**src/rtl/rx_pkg.sv**
```systemverilog
`default_nettype none
// ============================================================================
// Package     : rx_pkg
// Description : Shared constants, FSM state type and the FIFO word packer used
//               by the receiver-to-sample-FIFO arbiter.
//               FIFO word layout:
//                 [31:28] channel tag
//                 [27:25] zero
//                 [24]    0 = I word, 1 = Q word
//                 [23:0]  sign-extended sample
// Revision    : 1.0  initial release
// ============================================================================
package rx_pkg;

    localparam int TAG_MSB  = 31;
    localparam int TAG_LSB  = 28;
    localparam int IQ_BIT   = 24;
    localparam int SAMPLE_W = 24;
    localparam int WORD_W   = 32;

    typedef enum logic [1:0] {
        IDLE = 2'd0,
        WR_I = 2'd1,
        WR_Q = 2'd2
    } state_t;

    // Build one tagged FIFO word; every bit not named here stays zero.
    function automatic logic [WORD_W-1:0] pack_word(
        input logic [3:0]          chan,
        input logic                iq,
        input logic [SAMPLE_W-1:0] sample
    );
        logic [WORD_W-1:0] w;
        w                  = '0;
        w[TAG_MSB:TAG_LSB] = chan;
        w[IQ_BIT]          = iq;
        w[SAMPLE_W-1:0]    = sample;
        return w;
    endfunction

endpackage

`default_nettype wire

```
**src/rtl/rr_arbiter.sv**
```systemverilog
`default_nettype none
// ============================================================================
// Module      : rr_arbiter
// Description : Combinational round-robin selector. Searches the request
//               vector starting one position after i_last_grant (wrapping
//               modulo N) and returns the first requesting index.
// Ports       : i_req         N   request per channel
//               i_last_grant  IW  most recently granted index
//               o_grant_idx   IW  selected index (0 when nothing requests)
//               o_grant_valid 1   at least one request present
// Revision    : 1.0  initial release
// ============================================================================
module rr_arbiter #(
    parameter  int N  = 4,
    localparam int IW = (N > 1) ? $clog2(N) : 1
) (
    input  wire logic [N-1:0]  i_req,
    input  wire logic [IW-1:0] i_last_grant,
    output logic      [IW-1:0] o_grant_idx,
    output logic               o_grant_valid
);

    logic [IW-1:0] w_cand;

    always_comb begin
        o_grant_idx   = '0;
        o_grant_valid = 1'b0;
        w_cand        = '0;
        // Offset 1..N so the last granted channel is considered last.
        for (int k = 1; k <= N; k++) begin
            w_cand = IW'((int'(i_last_grant) + k) % N);
            if (!o_grant_valid && i_req[w_cand]) begin
                o_grant_idx   = w_cand;
                o_grant_valid = 1'b1;
            end
        end
    end

endmodule

`default_nettype wire

```
**src/rtl/rx_fifo_arbiter.sv**
```systemverilog
`default_nettype none
// ============================================================================
// Module      : rx_fifo_arbiter
// Description : Shares the single sample-FIFO write port among NUM_RX receiver
//               channels. Each channel owns a one-pair buffer slot; pending
//               slots are served round-robin and each pair is emitted as two
//               tagged words, I then Q, never interleaved with another channel.
// Ports       : clk              sample clock
//               reset            synchronous, active-high
//               i_rx_enable      per-channel enable (already in clk domain)
//               i_rx_strobe      per-channel 1-cycle sample-valid pulse
//               i_rx_i / i_rx_q  packed samples, channel n at [n*DW +: DW]
//               i_fifo_full      FIFO almost-full (>= 2 words headroom left)
//               o_fifo_write     registered write strobe, 1 cycle per word
//               o_fifo_writedata tagged sample word
//               o_overflow_count saturating count of dropped pairs
//               i_overflow_clear zeroes the overflow count
//               o_busy           FSM active or any slot pending
// Revision    : 1.0  initial release
// ============================================================================
module rx_fifo_arbiter
    import rx_pkg::*;
#(
    parameter int NUM_RX = 4,
    parameter int DW     = 24,
    parameter int OVF_W  = 16
) (
    input  wire logic                 clk,
    input  wire logic                 reset,
    input  wire logic [NUM_RX-1:0]    i_rx_enable,
    input  wire logic [NUM_RX-1:0]    i_rx_strobe,
    input  wire logic [NUM_RX*DW-1:0] i_rx_i,
    input  wire logic [NUM_RX*DW-1:0] i_rx_q,
    input  wire logic                 i_fifo_full,
    output logic                      o_fifo_write,
    output logic [WORD_W-1:0]         o_fifo_writedata,
    output logic [OVF_W-1:0]          o_overflow_count,
    input  wire logic                 i_overflow_clear,
    output logic                      o_busy
);

    localparam int            c_IW         = (NUM_RX > 1) ? $clog2(NUM_RX) : 1;
    localparam logic [c_IW-1:0] c_LAST_RESET = c_IW'(NUM_RX - 1);

    state_t                r_state;
    state_t                w_state_nxt;
    // Holds the channel being served and, once back in IDLE, the last one
    // granted; reset to NUM_RX-1 so channel 0 wins the first arbitration.
    logic [c_IW-1:0]       r_grant;
    logic [c_IW-1:0]       w_arb_idx;
    logic                  w_arb_valid;
    logic                  w_grant_load;
    logic                  w_q_issue;

    logic [NUM_RX-1:0]     r_pending;
    logic [NUM_RX-1:0]     w_pending_nxt;
    logic [NUM_RX-1:0]     w_req;
    logic [NUM_RX-1:0]     w_stb_ok;
    logic [NUM_RX-1:0]     w_q_done;
    logic [NUM_RX-1:0]     w_granted;
    logic [NUM_RX-1:0]     w_capture;
    logic [NUM_RX-1:0]     w_drop;
    logic [DW-1:0]         r_slot_i [NUM_RX];
    logic [DW-1:0]         r_slot_q [NUM_RX];

    logic                  r_fifo_write;
    logic                  w_write_nxt;
    logic [WORD_W-1:0]     r_fifo_writedata;
    logic [WORD_W-1:0]     w_data_nxt;

    logic [OVF_W-1:0]      r_ovf;
    logic [OVF_W-1:0]      w_ovf_nxt;
    logic [OVF_W-1:0]      w_ovf_base;
    logic [OVF_W+3:0]      w_ovf_sum;
    logic [3:0]            w_drop_cnt;

    function automatic logic [SAMPLE_W-1:0] sext(input logic [DW-1:0] s);
        logic [SAMPLE_W-1:0] r;
        r         = {SAMPLE_W{s[DW-1]}};
        r[DW-1:0] = s;
        return r;
    endfunction

    assign w_req = r_pending & i_rx_enable;

    rr_arbiter #(
        .N (NUM_RX)
    ) u_rr (
        .i_req         (w_req),
        .i_last_grant  (r_grant),
        .o_grant_idx   (w_arb_idx),
        .o_grant_valid (w_arb_valid)
    );

    // ------------------------------------------------------------------
    // FSM next state and output word
    // ------------------------------------------------------------------
    always_comb begin
        w_state_nxt  = r_state;
        w_write_nxt  = 1'b0;
        w_data_nxt   = r_fifo_writedata;
        w_grant_load = 1'b0;
        w_q_issue    = 1'b0;
        case (r_state)
            IDLE: begin
                if (w_arb_valid) begin
                    w_grant_load = 1'b1;
                    w_state_nxt  = WR_I;
                end
            end
            WR_I: begin
                if (!i_fifo_full) begin
                    w_write_nxt = 1'b1;
                    w_data_nxt  = pack_word(4'(r_grant), 1'b0, sext(r_slot_i[r_grant]));
                    w_state_nxt = WR_Q;
                end
            end
            WR_Q: begin
                if (!i_fifo_full) begin
                    w_write_nxt = 1'b1;
                    w_data_nxt  = pack_word(4'(r_grant), 1'b1, sext(r_slot_q[r_grant]));
                    w_q_issue   = 1'b1;
                    w_state_nxt = IDLE;
                end
            end
            default: w_state_nxt = IDLE;
        endcase
    end

    // ------------------------------------------------------------------
    // Per-channel slot bookkeeping
    // ------------------------------------------------------------------
    always_comb begin
        w_stb_ok      = '0;
        w_granted     = '0;
        w_q_done      = '0;
        w_capture     = '0;
        w_drop        = '0;
        w_pending_nxt = r_pending;
        for (int n = 0; n < NUM_RX; n++) begin
            w_stb_ok[n]  = i_rx_strobe[n] & i_rx_enable[n];
            w_granted[n] = (r_state != IDLE) && (r_grant == c_IW'(n));
            w_q_done[n]  = w_q_issue && (r_grant == c_IW'(n));
            // A slot whose Q word leaves this cycle is free again, so a
            // coincident strobe refills it rather than counting as a drop.
            w_capture[n] = w_stb_ok[n] & (~r_pending[n] | w_q_done[n]);
            w_drop[n]    = w_stb_ok[n] & r_pending[n] & ~w_q_done[n];
            if (w_capture[n]) begin
                w_pending_nxt[n] = 1'b1;
            end else if (w_q_done[n]) begin
                w_pending_nxt[n] = 1'b0;
            end else if (!i_rx_enable[n] && !w_granted[n]) begin
                // Disabled channels lose their buffered pair, but a pair
                // already granted is always finished so no orphan I appears.
                w_pending_nxt[n] = 1'b0;
            end
        end
    end

    // ------------------------------------------------------------------
    // Saturating overflow counter; clear and new drops combine as 0 + drops
    // ------------------------------------------------------------------
    always_comb begin
        w_drop_cnt = '0;
        for (int n = 0; n < NUM_RX; n++) begin
            w_drop_cnt = w_drop_cnt + {3'b000, w_drop[n]};
        end
        w_ovf_base = i_overflow_clear ? '0 : r_ovf;
        w_ovf_sum  = {4'b0000, w_ovf_base} + {{OVF_W{1'b0}}, w_drop_cnt};
        w_ovf_nxt  = (|w_ovf_sum[OVF_W+3:OVF_W]) ? '1 : w_ovf_sum[OVF_W-1:0];
    end

    // ------------------------------------------------------------------
    // Registers
    // ------------------------------------------------------------------
    always_ff @(posedge clk) begin
        if (reset) begin
            r_state          <= IDLE;
            r_grant          <= c_LAST_RESET;
            r_pending        <= '0;
            r_fifo_write     <= 1'b0;
            r_fifo_writedata <= '0;
            r_ovf            <= '0;
        end else begin
            r_state          <= w_state_nxt;
            r_pending        <= w_pending_nxt;
            r_fifo_write     <= w_write_nxt;
            r_fifo_writedata <= w_data_nxt;
            r_ovf            <= w_ovf_nxt;
            if (w_grant_load) begin
                r_grant <= w_arb_idx;
            end
        end
    end

    // Sample slots are qualified by r_pending, so they need no reset.
    always_ff @(posedge clk) begin
        for (int n = 0; n < NUM_RX; n++) begin
            if (w_capture[n]) begin
                r_slot_i[n] <= i_rx_i[n*DW +: DW];
                r_slot_q[n] <= i_rx_q[n*DW +: DW];
            end
        end
    end

    assign o_fifo_write     = r_fifo_write;
    assign o_fifo_writedata = r_fifo_writedata;
    assign o_overflow_count = r_ovf;
    assign o_busy           = (r_state != IDLE) || (|r_pending);

endmodule

`default_nettype wire

```
**config.mk**
```make
export PLATFORM = sky130hd
export DESIGN_NAME = rx_fifo_arbiter
export DESIGN_NICKNAME = d
export VERILOG_FILES = /design/src/rtl/rx_pkg.sv /design/src/rtl/rr_arbiter.sv /design/src/rtl/rx_fifo_arbiter.sv
export SDC_FILE = /design/constraint.sdc
export NUM_CORES = 1
export LEC_CHECK = 0
export CAP_MARGIN = 0
export CORE_UTILIZATION = 44
export CTS_CLUSTER_DIAMETER = 150
export DETAILED_ROUTE_END_ITERATION = 10
export GPL_ROUTABILITY_DRIVEN = 1
export PLACE_DENSITY = 0.76
export SYNTH_ARGS = -nofsm -noshare
export SYNTH_HDL_FRONTEND = slang
export SYNTH_SLANG_ARGS = --single-unit
```
**constraint.sdc**
```tcl
create_clock -name clk -period 3.75 [get_ports clk]
set_clock_uncertainty 0.2 [all_clocks]
set_input_delay 0.5625 -clock clk [delete_from_list [all_inputs] [get_ports clk]]
set_output_delay 0.5625 -clock clk [all_outputs]
set_load 0.02 [all_outputs]
```
== Word-level counts from Yosys, hierarchy flattened ==
Memory sizes are Yosys's and may differ from the RTL's. A register that Yosys moved wholly into a read port is not among the register bits.
Cells that the tools add are included.
W data, S select, Z words.

* Register bits after elaboration: 57
* Memory bits (writable): 192
* Input port bits: 204
* Output and inout port bits: 50
* Logic and storage cells: 155
* Memories: 2

{| class="wikitable"
|+ Memories
! memory !! depth !! bits a word !! read ports !! clocked after Yosys merged registers in !! wr ports !! RTL line !! source
|-
| r_slot_i || 4 || 24 || 1 || 1 || 4 || rx_fifo_arbiter.sv:63 || <nowiki>logic [DW-1:0] r_slot_i [NUM_RX];</nowiki>
|-
| r_slot_q || 4 || 24 || 1 || 1 || 4 || rx_fifo_arbiter.sv:64 || <nowiki>logic [DW-1:0] r_slot_q [NUM_RX];</nowiki>
|}

* Add/subtract/negate cells: 8
* $lt $le $gt $ge: 4
* Equality and inequality tests: 8
* Multiplexer cells: 53
* Bitwise gates (word level): 30
* Reduce and logical (&&, ||, !) cells: 41

{| class="wikitable"
|+ Operators by type and width
! operator !! count
|-
| $mux W32 || 2
|-
| $pmux W32 S2 || 1
|-
| $mux W1 || 32
|-
| $mux W16 || 2
|-
| $mux W2 || 11
|-
| $add A16 B4 Y17 || 1
|-
| $and A1 B1 Y1 || 16
|-
| $logic_and A1 B1 Y1 || 15
|-
| $lt A2 B3 Y1 const B || 4
|-
| $reduce_bool A3 Y1 || 4
|-
| $logic_not A1 Y1 || 11
|-
| $not A1 Y1 || 9
|-
| $bmux W1 S2 || 4
|-
| $reduce_or A4 Y1 || 2
|-
| $eq A2 B2 Y1 const B || 3
|-
| $pmux W2 S3 || 1
|-
| $reduce_and A3 Y1 || 2
|-
| $add A2 B1 Y2 const B || 2
|-
| $add A2 B2 Y2 const B || 2
|-
| $add A3 B1 Y4 || 1
|-
| $and A4 B4 Y4 || 1
|-
| $eq A2 B1 Y1 const B || 2
|-
| $logic_not A2 Y1 || 2
|-
| $ne A2 B2 Y1 const B || 2
|-
| other kinds (7) || 12
|}

== Logic depth before layout (Yosys ltp) ==
Gate-level depths: netlist (run 1).

* Depth in word-level cells: 17
* Gate-level depth with buffers: 16
* Mapped depth without buffers: 15

== Cells and area by module ==
From an unflattened synthesis (run 1), not the netlist that was laid out.

* Cells, all modules: 570
* Area total of the unflattened synthesis: 9675.5 µm²

{| class="wikitable"
|+ Modules (own cells, without submodules)
! module !! instances !! cells each !! area an instance (µm²) !! seq. area each (µm²)
|-
| rx_fifo_arbiter || 1 || 556 || 9584.2 || 6846.6
|-
| rr_arbiter || 1 || 14 || 91.3 || 0.0
|}

== Worst setup path before layout (run 1) ==
OpenSTA, ideal clock, no wires.

* Path type: register -> register
* Start point: register r_state[0]
* End point: register r_ovf[13], in the netlist o_overflow_count[13]
* Setup time: 0.073 ns
* Arrival time: 3.816 ns
* Required time: 3.477 ns
* Path slack: -0.340 ns
* Stages on the path, launching flop included: 16
* Buffers on the path: 1
* Clock period less this slack: 4.090 ns
* Cells stage by stage: dfxtp_1 > inv_1 > ha_1 > buf_2 > nor2b_1 > a21boi_0 > and3_1 > fa_1 > inv_1 > fa_1 > inv_1 > fa_1 > nand3_2 > or2_4 > or4_2 > o211ai_2

* Word-level cells in the longest chain between the ends: 11
* Elaborated cells on any way between the ends: 20
* Those cells by class: 4 x add/sub; 1 x eq/ne; 2 x mux; 8 x bitwise; 5 x reduce/logical

{| class="wikitable"
|+ RTL lines
! item !! RTL line !! source
|-
| from (decl) || rx_fifo_arbiter.sv:45 || <nowiki>state_t r_state;</nowiki>
|-
| from (signal assigned) || rx_fifo_arbiter.sv:185 || <nowiki>r_state <= w_state_nxt;</nowiki>
|-
| $eq A2 B2 Y1 * || rx_fifo_arbiter.sv:104 || <nowiki>case (r_state)</nowiki>
|-
| $mux W1 * || rx_fifo_arbiter.sv:104 ||
|-
| $logic_and A1 B1 Y1 || rx_fifo_arbiter.sv:143 || <nowiki>w_q_done[n] = w_q_issue && (r_grant == c_IW'(n));</nowiki>
|-
| $not A1 Y1 || rx_fifo_arbiter.sv:147 || <nowiki>w_drop[n] = w_stb_ok[n] & r_pending[n] & ~w_q_done[n];</nowiki>
|-
| $and A1 B1 Y1 || rx_fifo_arbiter.sv:147 ||
|-
| $add A1 B1 Y2 || rx_fifo_arbiter.sv:166 || <nowiki>w_drop_cnt = w_drop_cnt + {3'b000, w_drop[n]};</nowiki>
|-
| $add A2 B1 Y3 || rx_fifo_arbiter.sv:166 ||
|-
| $add A3 B1 Y4 * || rx_fifo_arbiter.sv:166 ||
|-
| $add A16 B4 Y17 * || rx_fifo_arbiter.sv:169 || <nowiki>w_ovf_sum = {4'b0000, w_ovf_base} + {{OVF_W{1'b0}}, w_drop_cnt};</nowiki>
|-
| $reduce_or A4 Y1 || rx_fifo_arbiter.sv:170 || <nowiki>w_ovf_nxt = (|w_ovf_sum[OVF_W+3:OVF_W]) ? '1 : w_ovf_sum[OVF_W-1:0];</nowiki>
|-
| $mux W16 * || rx_fifo_arbiter.sv:170 ||
|-
| to (signal assigned) || rx_fifo_arbiter.sv:189 || <nowiki>r_ovf <= w_ovf_nxt;</nowiki>
|-
| to (decl) || rx_fifo_arbiter.sv:71 || <nowiki>logic [OVF_W-1:0] r_ovf;</nowiki>
|}

Mark *: on every way between the ends. The rest lies on a longest branch, timed or not.
A chain may end at the register's enable or synchronous reset.

== Final worst setup path (run 1) ==
* Start point: input i_fifo_full
* End point: register r_ovf[1], in the netlist o_overflow_count[1]

* Word-level cells in the longest chain between the ends: 11
* Elaborated cells on any way between the ends: 20
* Those cells by class: 4 x add/sub; 3 x mux; 8 x bitwise; 5 x reduce/logical

{| class="wikitable"
|+ RTL lines
! item !! RTL line !! source
|-
| from (decl) || rx_fifo_arbiter.sv:34 || <nowiki>input wire logic i_fifo_full,</nowiki>
|-
| $mux W1 * || rx_fifo_arbiter.sv:119 || <nowiki>if (!i_fifo_full) begin</nowiki>
|-
| $mux W1 * || rx_fifo_arbiter.sv:104 ||
|-
| $logic_and A1 B1 Y1 || rx_fifo_arbiter.sv:143 ||
|-
| $not A1 Y1 || rx_fifo_arbiter.sv:147 ||
|-
| $and A1 B1 Y1 || rx_fifo_arbiter.sv:147 ||
|-
| $add A1 B1 Y2 || rx_fifo_arbiter.sv:166 ||
|-
| $add A2 B1 Y3 || rx_fifo_arbiter.sv:166 ||
|-
| $add A3 B1 Y4 * || rx_fifo_arbiter.sv:166 ||
|-
| $add A16 B4 Y17 * || rx_fifo_arbiter.sv:169 ||
|-
| $reduce_or A4 Y1 || rx_fifo_arbiter.sv:170 ||
|-
| $mux W16 * || rx_fifo_arbiter.sv:170 ||
|}

Marks and branches as above.

==> impl_metrics.tcl, run 1 <==
set metrics [dict create \
    yosysTopAreaCellShare_pct 58.6 \
    worst-path-max-fanout 5 \
    diodes 0 \
    rows 54 \
    synth.avg_cell_area_sq_um 17.0 \
    worst_path_max_delay_cell "fa_1" \
    crit_buf_inv 4 \
    clk_pin_slew_worst_paths_ns 0.06 \
    fmax_mhz 274 \
    crit_family "simple AND/OR/NAND/NOR gates" \
    synth_top_family_by_area "multiplexers" \
    setup_viol 0 \
    holdPathEnd "o_overflow_count[13]$_SDFF_PP0_" \
    ys_top_cells_by_area "edfxtp_1 (59%), dfxtp_1 (11%), mux4_2 (11%)" \
    hold_viol_final 0 \
    die_y_um 152 \
    power.density_nw_per_um2 522 \
    routabilityCongestion 0.823 \
    yosysUniqueCellTypes 58 \
    finalCriticalPeriod_ns 3.65 \
    vdd_drop_max_uv 455 \
    die_x_um 152 \
    place_area_sq_um 12800 \
    cts_tree "built" \
    routedWlPerCell_um 20.7 \
    r2r_end "o_overflow_count[1]$_SDFF_PP0_" \
    ant_nets 0 \
    grt_max_degree 55 \
    track_usage_pct 21.0 \
    synth_top_area_cell "edfxtp_1" \
    grt_overflow 0 \
    ff2ff_path_depth 15 \
    fin_nets 1079 \
    yosysSeqAreaShare_pct 69.6 \
    place_hpwl_mm 16.0 \
    worst_pin_slew_ns 0.770 \
    synth-adder-area-share_pct 1.88 \
    report.final.slew_viol_count 0 \
    reg2reg_slack_ns 0.12 \
    synth_mux_area_share_pct 13.7 \
    endpoint_kind "register" \
    start_util_pct 44.9 \
    r2r_start "r_state[0]$_SDFFE_PP0P_" \
    cts-root-buf "clkbuf_16" \
    io_pins 254 \
    path_common_cell "fa_2" \
    status "complete, no violations" \
    hp-start "reset" \
    max_stage_delay_ns 0.54 \
    synthTopCellsByCount "edfxtp_1 (192), dfxtp_1 (54), mux4_2 (48), nor2_1 (44), mux2i_1 (27)" \
    cp-start-kind "primary input" \
    ys_seq_elements 246 \
    place.port_buffers 248 \
    async_flop_share_pct 0 \
    clock-sinks 246 \
    drv_cap 0 \
    drt_first_pass_iters 4 \
    synth-main-ff-cell "edfxtp_1" \
    antenna_found_initial 2 \
    yosysMostFrequentCell "edfxtp_1" \
    worstPathRequired_ns 3.99 \
    critPathKind "in2reg" \
    cp.arrival_ns 3.89 \
    area_delta_synth_final_pct 39.6 \
    max_slew_margin_pct 48.6 \
    grt_pass1_vias 6290 \
    grt_pass1_wl_mm 35.4 \
    coreArea_sq_um 21900 \
    total_power_mw 7.16 \
    cts_buffers 26 \
    hold_class "in2reg" \
    leakagePower_nw 4.70 \
    drive_above_1_share_pct 18.5 \
    synth_area_sq_um 9840 \
    via_per_inst 5.26 \
    drc_errors 0 \
    vias 6108 \
    synth_xor_area_share_pct 0.890 \
    synthCells 578 \
    crit_chain "clkdlybuf4s50_1 -> nor2b_4 -> a21boi_2 -> and3_4 -> fa_1 -> inv_1 -> fa_2 -> inv_2 -> fa_2 -> nand3_2 -> or2_4 -> or4_4 -> buf_4 -> a21oi_2" \
    synth_compound_area_share_pct 5.19 \
    yosysWarnings 0 \
    insertion_delay_ns 0.52 \
    dieArea_sq_um 23000 \
    utilization_pct 62.8 \
    final_cell_area_sq_um 13700 \
    wirelength_mm 24.0 \
    finalCritPeriodShare_pct 97.4 \
    synth_edf_count 192 \
    grt_setup_unrepaired "true" \
    cts_buffer_depth 3 \
    drt_iter0_drc 330 \
    whs_path_depth 3 \
    yosys.area_share.simple_pct 6.13 \
    htree_levels 1 \
]
worst min-delay path: cells and delay by family:
family | cells | cell delay, ns
compound gates | 1 | 0.07
simple gates | 1 | 0.12
buf+inv | 1 | 0.10
layout by cell type, fill, tap and decap left out, types with 4 or more instances in the layout:
cell | Yosys | layout
edfxtp_1 | 192 | 192
a211oi_1 | 25 | 25
clkinvlp_4 | 0 | 4
nor3_1 | 6 | 6
nor2b_1 | 6 | 5
a21oi_1 | 18 | 17
ha_1 | 10 | 9
nor2_4 | 0 | 5
dfxtp_1 | 54 | 50
nand3b_1 | 5 | 5
o21ai_0 | 9 | 9
clkdlybuf4s50_1 | 0 | 247
mux2i_1 | 27 | 27
clkinv_2 | 0 | 5
inv_1 | 11 | 9
buf_12 | 0 | 4
clkbuf_16 | 0 | 27
xnor2_1 | 7 | 7
nand2_1 | 22 | 22
buf_4 | 8 | 32
nand3_1 | 4 | 4
conb_1 | 1 | 5
mux4_2 | 48 | 48
nor2_1 | 44 | 39
worst max path at each step:
| stage | from | endpoint | slack [ns] | depth (start not counted) |
|---|---|---|---|---|
| 6_report | i_fifo_full | o_overflow_count[1]$_SDFF_PP0_ | 0.1 | 14 |
| 2_1_floorplan | r_state[0]$_SDFFE_PP0P_ | r_slot_i[2][0]$_DFFE_PP_ | 0.01 | 6 |
| 3_5_place_dp | i_fifo_full | o_overflow_count[7]$_SDFF_PP0_ | -0.44 | 14 |
| 3_3_place_gp | i_fifo_full | o_overflow_count[7]$_SDFF_PP0_ | -0.42 | 14 |
| 4_1_cts | r_state[0]$_SDFFE_PP0P_ | o_overflow_count[7]$_SDFF_PP0_ | 0.02 | 15 |
| 5_1_grt | r_state[0]$_SDFFE_PP0P_ | o_overflow_count[0]$_SDFF_PP0_ | -0.03 | 15 |
layer usage:
metal / global-route usage [%] / vias up / part of all wire [%]
met5: 0 / - / 0.087
met4: 6.78 / 4 / 2.8
met3: 5.69 / 49 / 8.8
met2: 36.4 / 294 / 51
met1: 25.2 / 2930 / 38
li1: - / 2831 / -
stage by stage:
step | std cells | setup slack [ns] | TNS [ns] | hold slack [ns]
global placement | 1109 | -0.422 | -5.40 | 0.285
finish | 1162 | 0.0977 | 0 | 0.192
global route | 1162 | -0.0290 | -0.127 | 0.193
floorplan | 582 | 0.00980 | 0 | 0.371
CTS | 1157 | 0.0180 | 0 | 0.173
detailed placement | 1109 | -0.440 | -5.86 | 0.279
cell type report:
class	instances	area [sq um]
clock buffer	31	721
clock inverter	17	106
multi-input combinational	291	2840
inverter	11	43.8
timing repair buffer	286	2820
tap	280	350
fill	1620	8150
sequential	246	6850
state kept, by name, indices dropped and copies added, names as in the netlist, named ones only:
register,flops
o_fifo_write,1
o_overflow_count,16
r_slot_i,96
r_state,2
r_pending,4
r_slot_q,96
o_fifo_writedata,27
r_grant,2
repair_timing:
item,in CTS,in global routing
endpoints found under the setup margin,0,16
buffers inserted,0,5
hold buffers,0,0
gates resized for setup,0,9
hold endpoints to repair,0,0
where the power goes:
group / total (mW) / leakage, nW / internal [mW] / switching, mW
registers: 3.31 / 2.23 / 3.16 / 0.150
clock network: 2.43 / 0.397 / 1.38 / 1.05
logic: 1.43 / 2.07 / 0.763 / 0.666
kinds of logic (layout without fill, tap and decap cells):
logic type,after synthesis,after routing
flip-flops,246,246
other,1,5
AND/OR/NAND/NOR,113,113
buffers and inverters,45,345
adder cells (fa/ha/maj),13,13
multiplexers,75,75
XOR/XNOR,10,10
AO/OA/AOI/OAI,75,75
Power figures use the tool's default switching activity.
==> run 2, diff against run 1 <==
--- a/config.mk
+++ b/config.mk
@@ -6,11 +6,11 @@
 export NUM_CORES = 1
 export LEC_CHECK = 0
 export CAP_MARGIN = 0
-export CORE_UTILIZATION = 44
+export CORE_UTILIZATION = 53
 export CTS_CLUSTER_DIAMETER = 150
 export DETAILED_ROUTE_END_ITERATION = 10
 export GPL_ROUTABILITY_DRIVEN = 1
-export PLACE_DENSITY = 0.76
+export PLACE_DENSITY = 0.86
 export SYNTH_ARGS = -nofsm -noshare
 export SYNTH_HDL_FRONTEND = slang
 export SYNTH_SLANG_ARGS = --single-unit
==> constraint.sdc (replaced) <==
create_clock -name clk -period 4.4 [get_ports clk]
set_clock_uncertainty 0.2 [all_clocks]
set_input_delay 0.66 -clock clk [delete_from_list [all_inputs] [get_ports clk]]
set_output_delay 0.66 -clock clk [all_outputs]
set_load 0.02 [all_outputs]
==> impl_metrics.tcl, run 2 (synthesis results as in run 1) <==
set metrics [dict create \
    status "complete, but fails checks" \
    violations "design-rule violations" \
    r2r_start "r_state[0]$_SDFFE_PP0P_" \
    place.port_buffers 248 \
    wirelength_mm 25.9 \
    hold_viol_final 0 \
    worst-path-max-fanout 12 \
    io_pins 254 \
    dieArea_sq_um 19100 \
    fmax_mhz 245 \
    drc_errors 20 \
    grt_pass1_vias 6839 \
    multi_input_area_sq_um 2800 \
    fin_nets 1059 \
    reg2reg_slack_ns 0.32 \
    cts-root-buf "clkbuf_16" \
    fillers 1022 \
    drv_cap 0 \
    cts_buffer_depth 3 \
    clock-sinks 246 \
    cts_tree "built" \
    ff2ff_path_depth 15 \
    max_slew_margin_pct 20.9 \
    vias 6331 \
    worst_pin_slew_ns 1.19 \
    routedWlPerCell_um 23.8 \
    r2r_end "o_overflow_count[7]$_SDFF_PP0_" \
    insertion_delay_ns 0.51 \
    cp.arrival_ns 4.31 \
    cp-start-kind "register" \
    grt_overflow 0 \
    final_cell_area_sq_um 13500 \
    grt_pass1_wl_mm 39.1 \
    finalCritPeriodShare_pct 92.8 \
    max_stage_delay_ns 0.61 \
    postCtsResizedCells 0 \
    crit_buf_inv 3 \
    drive_above_1_share_pct 14.2 \
    regArea_sq_um 6850 \
    layout_commonest_cell "clkdlybuf4s50_1" \
    report.final.slew_viol_count 0 \
    area_delta_synth_final_pct 36.7 \
    hp-start "o_fifo_writedata[0]$_SDFFE_PP0P_" \
    holdPathEnd "o_fifo_writedata[0]$_SDFFE_PP0P_" \
    via_per_inst 5.82 \
    diodes 0 \
    crit_family "simple AND/OR/NAND/NOR gates" \
    final_cell_mix "clkdlybuf4s50_1 (247), edfxtp_1 (192), dfxtp_1 (52)" \
    ant_nets 0 \
    drt_iter0_drc 492 \
    post_cts_buffers 0 \
    cts_buffers 25 \
    place_area_sq_um 12600 \
    cts_hold_buffers 0 \
    coreArea_sq_um 18100 \
    drt_first_pass_iters 11 \
    grt_max_degree 56 \
    clk_pin_slew_worst_paths_ns 0.06 \
    leakagePower_nw 4.60 \
    crit_chain "inv_1 -> ha_2 -> nor2b_2 -> a21boi_0 -> and3_1 -> fa_1 -> inv_1 -> fa_1 -> inv_1 -> fa_1 -> nand3_2 -> or2_4 -> or4_4 -> a21boi_0 -> nor2_1" \
    track_usage_pct 27.4 \
    fin_setup_tns_ns 0 \
    critPathKind "reg2reg" \
    finalCriticalPeriod_ns 4.08 \
    grt_setup_unrepaired "false" \
    worst_path_max_delay_cell "or4_4" \
    htree_levels 1 \
    endpoint_kind "register" \
    hold_class "reg2reg" \
    antenna_found_initial 2 \
    whs_path_depth 2 \
    worstPathRequired_ns 4.63 \
    rows 49 \
    die_y_um 138 \
    die_x_um 138 \
    setup_viol 0 \
    power.density_nw_per_um2 459 \
    start_util_pct 54.4 \
    vdd_drop_max_uv 380 \
    place_hpwl_mm 16.9 \
    routabilityCongestion 0.889 \
]
==> run 2: changes by cell type in the layout (fill, tap and decap cells not counted), moves of 3 or more <==
cell / before / now
clkinvlp_4: 4 / 0
clkinv_4: 3 / 0
bufinv_16: 0 / 4
a21boi_2: 3 / 0
clkbuf_1: 1 / 7
a21boi_0: 3 / 6
buf_4: 32 / 16
==> run 2: worst register-to-register path, delay by kind of cell (launching register included) <==
family	cells	cell delay (ns)
simple gates	6	1.51
compound gates	2	0.32
flops	1	0.33
buf+inv	3	0.27
fa+ha+maj	4	1.38
==> run 2: power breakdown <==
part	internal, mW	total, mW	switching [mW]
logic	0.621	1.19	0.572
clock network	1.29	2.14	0.844
registers	2.69	2.84	0.148
total	4.61	6.17	1.56
==> run 2: metal layers <==
| layer | wire, um | global-route usage [%] |
|---|---|---|
| met5 | 11 | 0 |
| met4 | 1140 | 12.7 |
| met3 | 2450 | 7.27 |
| met2 | 13300 | 48.8 |
| met1 | 8930 | 31.0 |
==> run 2: through the flow <==
stage / cells / hold WS, ns / power [mW] / util, % / worst slack (ns)
finish: 1088 / 0.303 / 6.17 / 74.4 / 0.315
detailed placement: 1044 / 0.292 / 4.06 / 69.9 / -0.238
global placement: 1044 / 0.287 / 4.02 / 69.9 / -0.0978
global route: 1088 / 0.339 / 6.38 / 74.4 / 0.0271
floorplan: 582 / 0.371 / 3.51 / - / 0.310
CTS: 1088 / 0.303 / 6.21 / 74.4 / 0.183
==> run 2: area by class of cell <==
cell class	count	share of cell area [%]
Clock buffer	33	4.95
Clock inverter	11	1.12
Inverter	11	0.307
Multi-Input combinational cell	291	20.8
Sequential cell	246	50.9
Tap cell	229	2.13
Timing Repair Buffer	267	19.8
==> run 2: how the worst max path moves through the flow <==
stage	start	end	cells after the start
final	r_state[0]$_SDFFE_PP0P_	o_overflow_count[7]$_SDFF_PP0_	15
after global routing	r_state[0]$_SDFFE_PP0P_	o_overflow_count[9]$_SDFF_PP0_	15
after CTS	r_state[0]$_SDFFE_PP0P_	o_overflow_count[7]$_SDFF_PP0_	15
after detailed placement	i_fifo_full	o_overflow_count[7]$_SDFF_PP0_	14
after global placement	i_fifo_full	o_overflow_count[7]$_SDFF_PP0_	14
after floorplan	r_state[0]$_SDFFE_PP0P_	o_overflow_count[13]$_SDFF_PP0_	15
==> run 3, diff against run 2 <==
--- a/config.mk
+++ b/config.mk
@@ -6,6 +6,7 @@
 export NUM_CORES = 1
 export LEC_CHECK = 0
 export CAP_MARGIN = 0
+export CORE_MARGIN = 5
 export CORE_UTILIZATION = 53
 export CTS_CLUSTER_DIAMETER = 150
 export DETAILED_ROUTE_END_ITERATION = 10
==> impl_metrics.tcl, run 3 (synthesis results as in run 1) <==
set metrics [dict create \
    status "complete, no violations" \
    via_per_inst 5.89 \
    htree_levels 1 \
    r2r_end "o_overflow_count[9]$_SDFF_PP0_" \
    critPathKind "reg2reg" \
    wirelength_mm 27.2 \
    cts_buffer_depth 3 \
    grt_pass1_vias 7093 \
    fin_nets 1060 \
    grt_setup_unrepaired "false" \
    worst-path-max-fanout 12 \
    grt_pass1_wl_mm 41.3 \
    fillers 1051 \
    max_slew_margin_pct 18.6 \
    routedWlPerCell_um 24.9 \
    worst_pin_slew_ns 1.22 \
    wl_met2_mm 14.1 \
    place_inst 1044 \
    cts-root-buf "clkbuf_16" \
    cts_tree "built" \
    crit_chain "inv_1 -> ha_2 -> nor2b_2 -> a21boi_0 -> and3_1 -> fa_1 -> inv_1 -> fa_1 -> inv_1 -> fa_1 -> nand3_2 -> or2_4 -> or4_4 -> a21boi_0 -> nor2_1" \
    report.final.slew_viol_count 0 \
    final_cell_mix "clkdlybuf4s50_1 (247), edfxtp_1 (192), dfxtp_1 (52)" \
    rows 49 \
    insertion_delay_ns 0.54 \
    coreArea_sq_um 18100 \
    final-instance-count-excl-fill 1092 \
    reg2reg_slack_ns 0.35 \
    finalCriticalPeriod_ns 4.05 \
    place_hpwl_mm 18.1 \
    worst_path_max_delay_cell "or4_4" \
    met3_length_mm 2.39 \
    io_pins 254 \
    dieArea_sq_um 21400 \
    drc_errors 0 \
    clk_pin_slew_worst_paths_ns 0.06 \
    drive_above_1_share_pct 15.3 \
    antenna_found_initial 1 \
    area_delta_synth_final_pct 37.4 \
    endpoint_kind "register" \
    holdPathEnd "o_fifo_writedata[7]$_SDFFE_PP0P_" \
    worstPathRequired_ns 4.64 \
    ff2ff_path_depth 15 \
    hp-start "o_fifo_writedata[7]$_SDFFE_PP0P_" \
    fmax_mhz 247 \
    cts_buffers 26 \
    finalCritPeriodShare_pct 92.0 \
    whs_path_depth 2 \
    wl_met1_mm 9.84 \
    power.density_nw_per_um2 468 \
    hold_class "reg2reg" \
    die_y_um 146 \
    max_stage_delay_ns 0.62 \
    r2r_start "r_state[0]$_SDFFE_PP0P_" \
    die_x_um 146 \
    drt_iter0_drc 416 \
    cp-start-kind "register" \
    routabilityCongestion 0.861 \
    post_cts_buffers 0 \
    grt_max_degree 56 \
    diodes 0 \
    layout_commonest_cell "clkdlybuf4s50_1" \
    setup_viol 0 \
    ant_nets 0 \
    track_usage_pct 25.1 \
    drt_first_pass_iters 7 \
    utilization_pct 74.5 \
    start_util_pct 54.2 \
    place.port_buffers 248 \
    clock-sinks 246 \
    cts_hold_buffers 0 \
    leakagePower_nw 4.63 \
    drv_cap 0 \
    crit_start "r_state[0]$_SDFFE_PP0P_" \
    hold_viol_final 0 \
    vdd_drop_max_uv 405 \
    top_layer "met5" \
    fin_setup_tns_ns 0 \
    cp.arrival_ns 4.29 \
    vias 6434 \
    grt_overflow 0 \
]
run 3: cell types whose count changed in the layout (fill, tap and decap cells not counted), sizes merged:
cell | before | now
clkinvlp | 0 | 4
clkbuf | 33 | 29
inv | 11 | 12
clkinv | 7 | 10
run 3: area by class of cell:
| cell class | count | area, sq um | area share [%] |
|---|---|---|---|
| multi-input cells | 291 | 2800 | 20.7 |
| clock buffers | 29 | 682 | 5.04 |
| flip-flops and latches | 246 | 6850 | 50.7 |
| clock inverters | 19 | 229 | 1.69 |
| repair buffers | 267 | 2630 | 19.5 |
| inverters | 11 | 41.3 | 0.305 |
| well taps | 229 | 287 | 2.12 |
run 3: power breakdown:
| part | leakage, nW | internal, mW | total, mW | switching (mW) |
|---|---|---|---|---|
| registers | 2.23 | 2.69 | 2.86 | 0.161 |
| clock network | 0.435 | 1.36 | 2.29 | 0.926 |
| logic | 1.97 | 0.619 | 1.19 | 0.567 |
| total | 4.63 | 4.67 | 6.33 | 1.65 |
run 3: stage by stage:
step | area (sq um) | hold slack, ns | worst slack (ns) | power [mW]
after floorplan | 9850 | 0.371 | 0.310 | 3.51
after global placement | 12600 | 0.288 | -0.0938 | 4.02
after detailed placement | 12600 | 0.300 | -0.172 | 4.07
after CTS | 13500 | 0.309 | 0.286 | 6.38
after global routing | 13500 | 0.332 | 0.101 | 6.56
final | 13500 | 0.308 | 0.351 | 6.33
run 3: worst max-delay path by stage:
stage | to | slack (ns) | cells after the start
floorplan | o_overflow_count[13]$_SDFF_PP0_ | 0.31 | 15
global placement | o_overflow_count[7]$_SDFF_PP0_ | -0.09 | 14
detailed placement | o_overflow_count[9]$_SDFF_PP0_ | -0.17 | 14
CTS | o_overflow_count[9]$_SDFF_PP0_ | 0.29 | 15
global route | o_overflow_count[9]$_SDFF_PP0_ | 0.10 | 15
finish | o_overflow_count[9]$_SDFF_PP0_ | 0.35 | 15
run 3: timing repair:
| item | 4_1_cts | 5_1_grt |
|---|---|---|
| endpoints found under the hold margin | 0 | 0 |
| resized for setup | 0 | 1 |
| setup endpoints to repair | 0 | 1 |
run 3: metal layers:
layer | global-route usage, % | vias to the layer above
li1 | - | 2790
met1 | 30.3 | 3184
met2 | 44.9 | 399
met3 | 5.89 | 59
met4 | 7.76 | 2
met5 | 0 | -
run 3: critical path, delay by kind of cell (launching register included):
kind / cells / cell delay, ns
AND/OR/NAND/NOR: 6 / 1.47
AO/OA/AOI/OAI: 2 / 0.31
flip-flops: 1 / 0.33
buffers and inverters: 3 / 0.27
adder cells (fa/ha/maj): 4 / 1.40
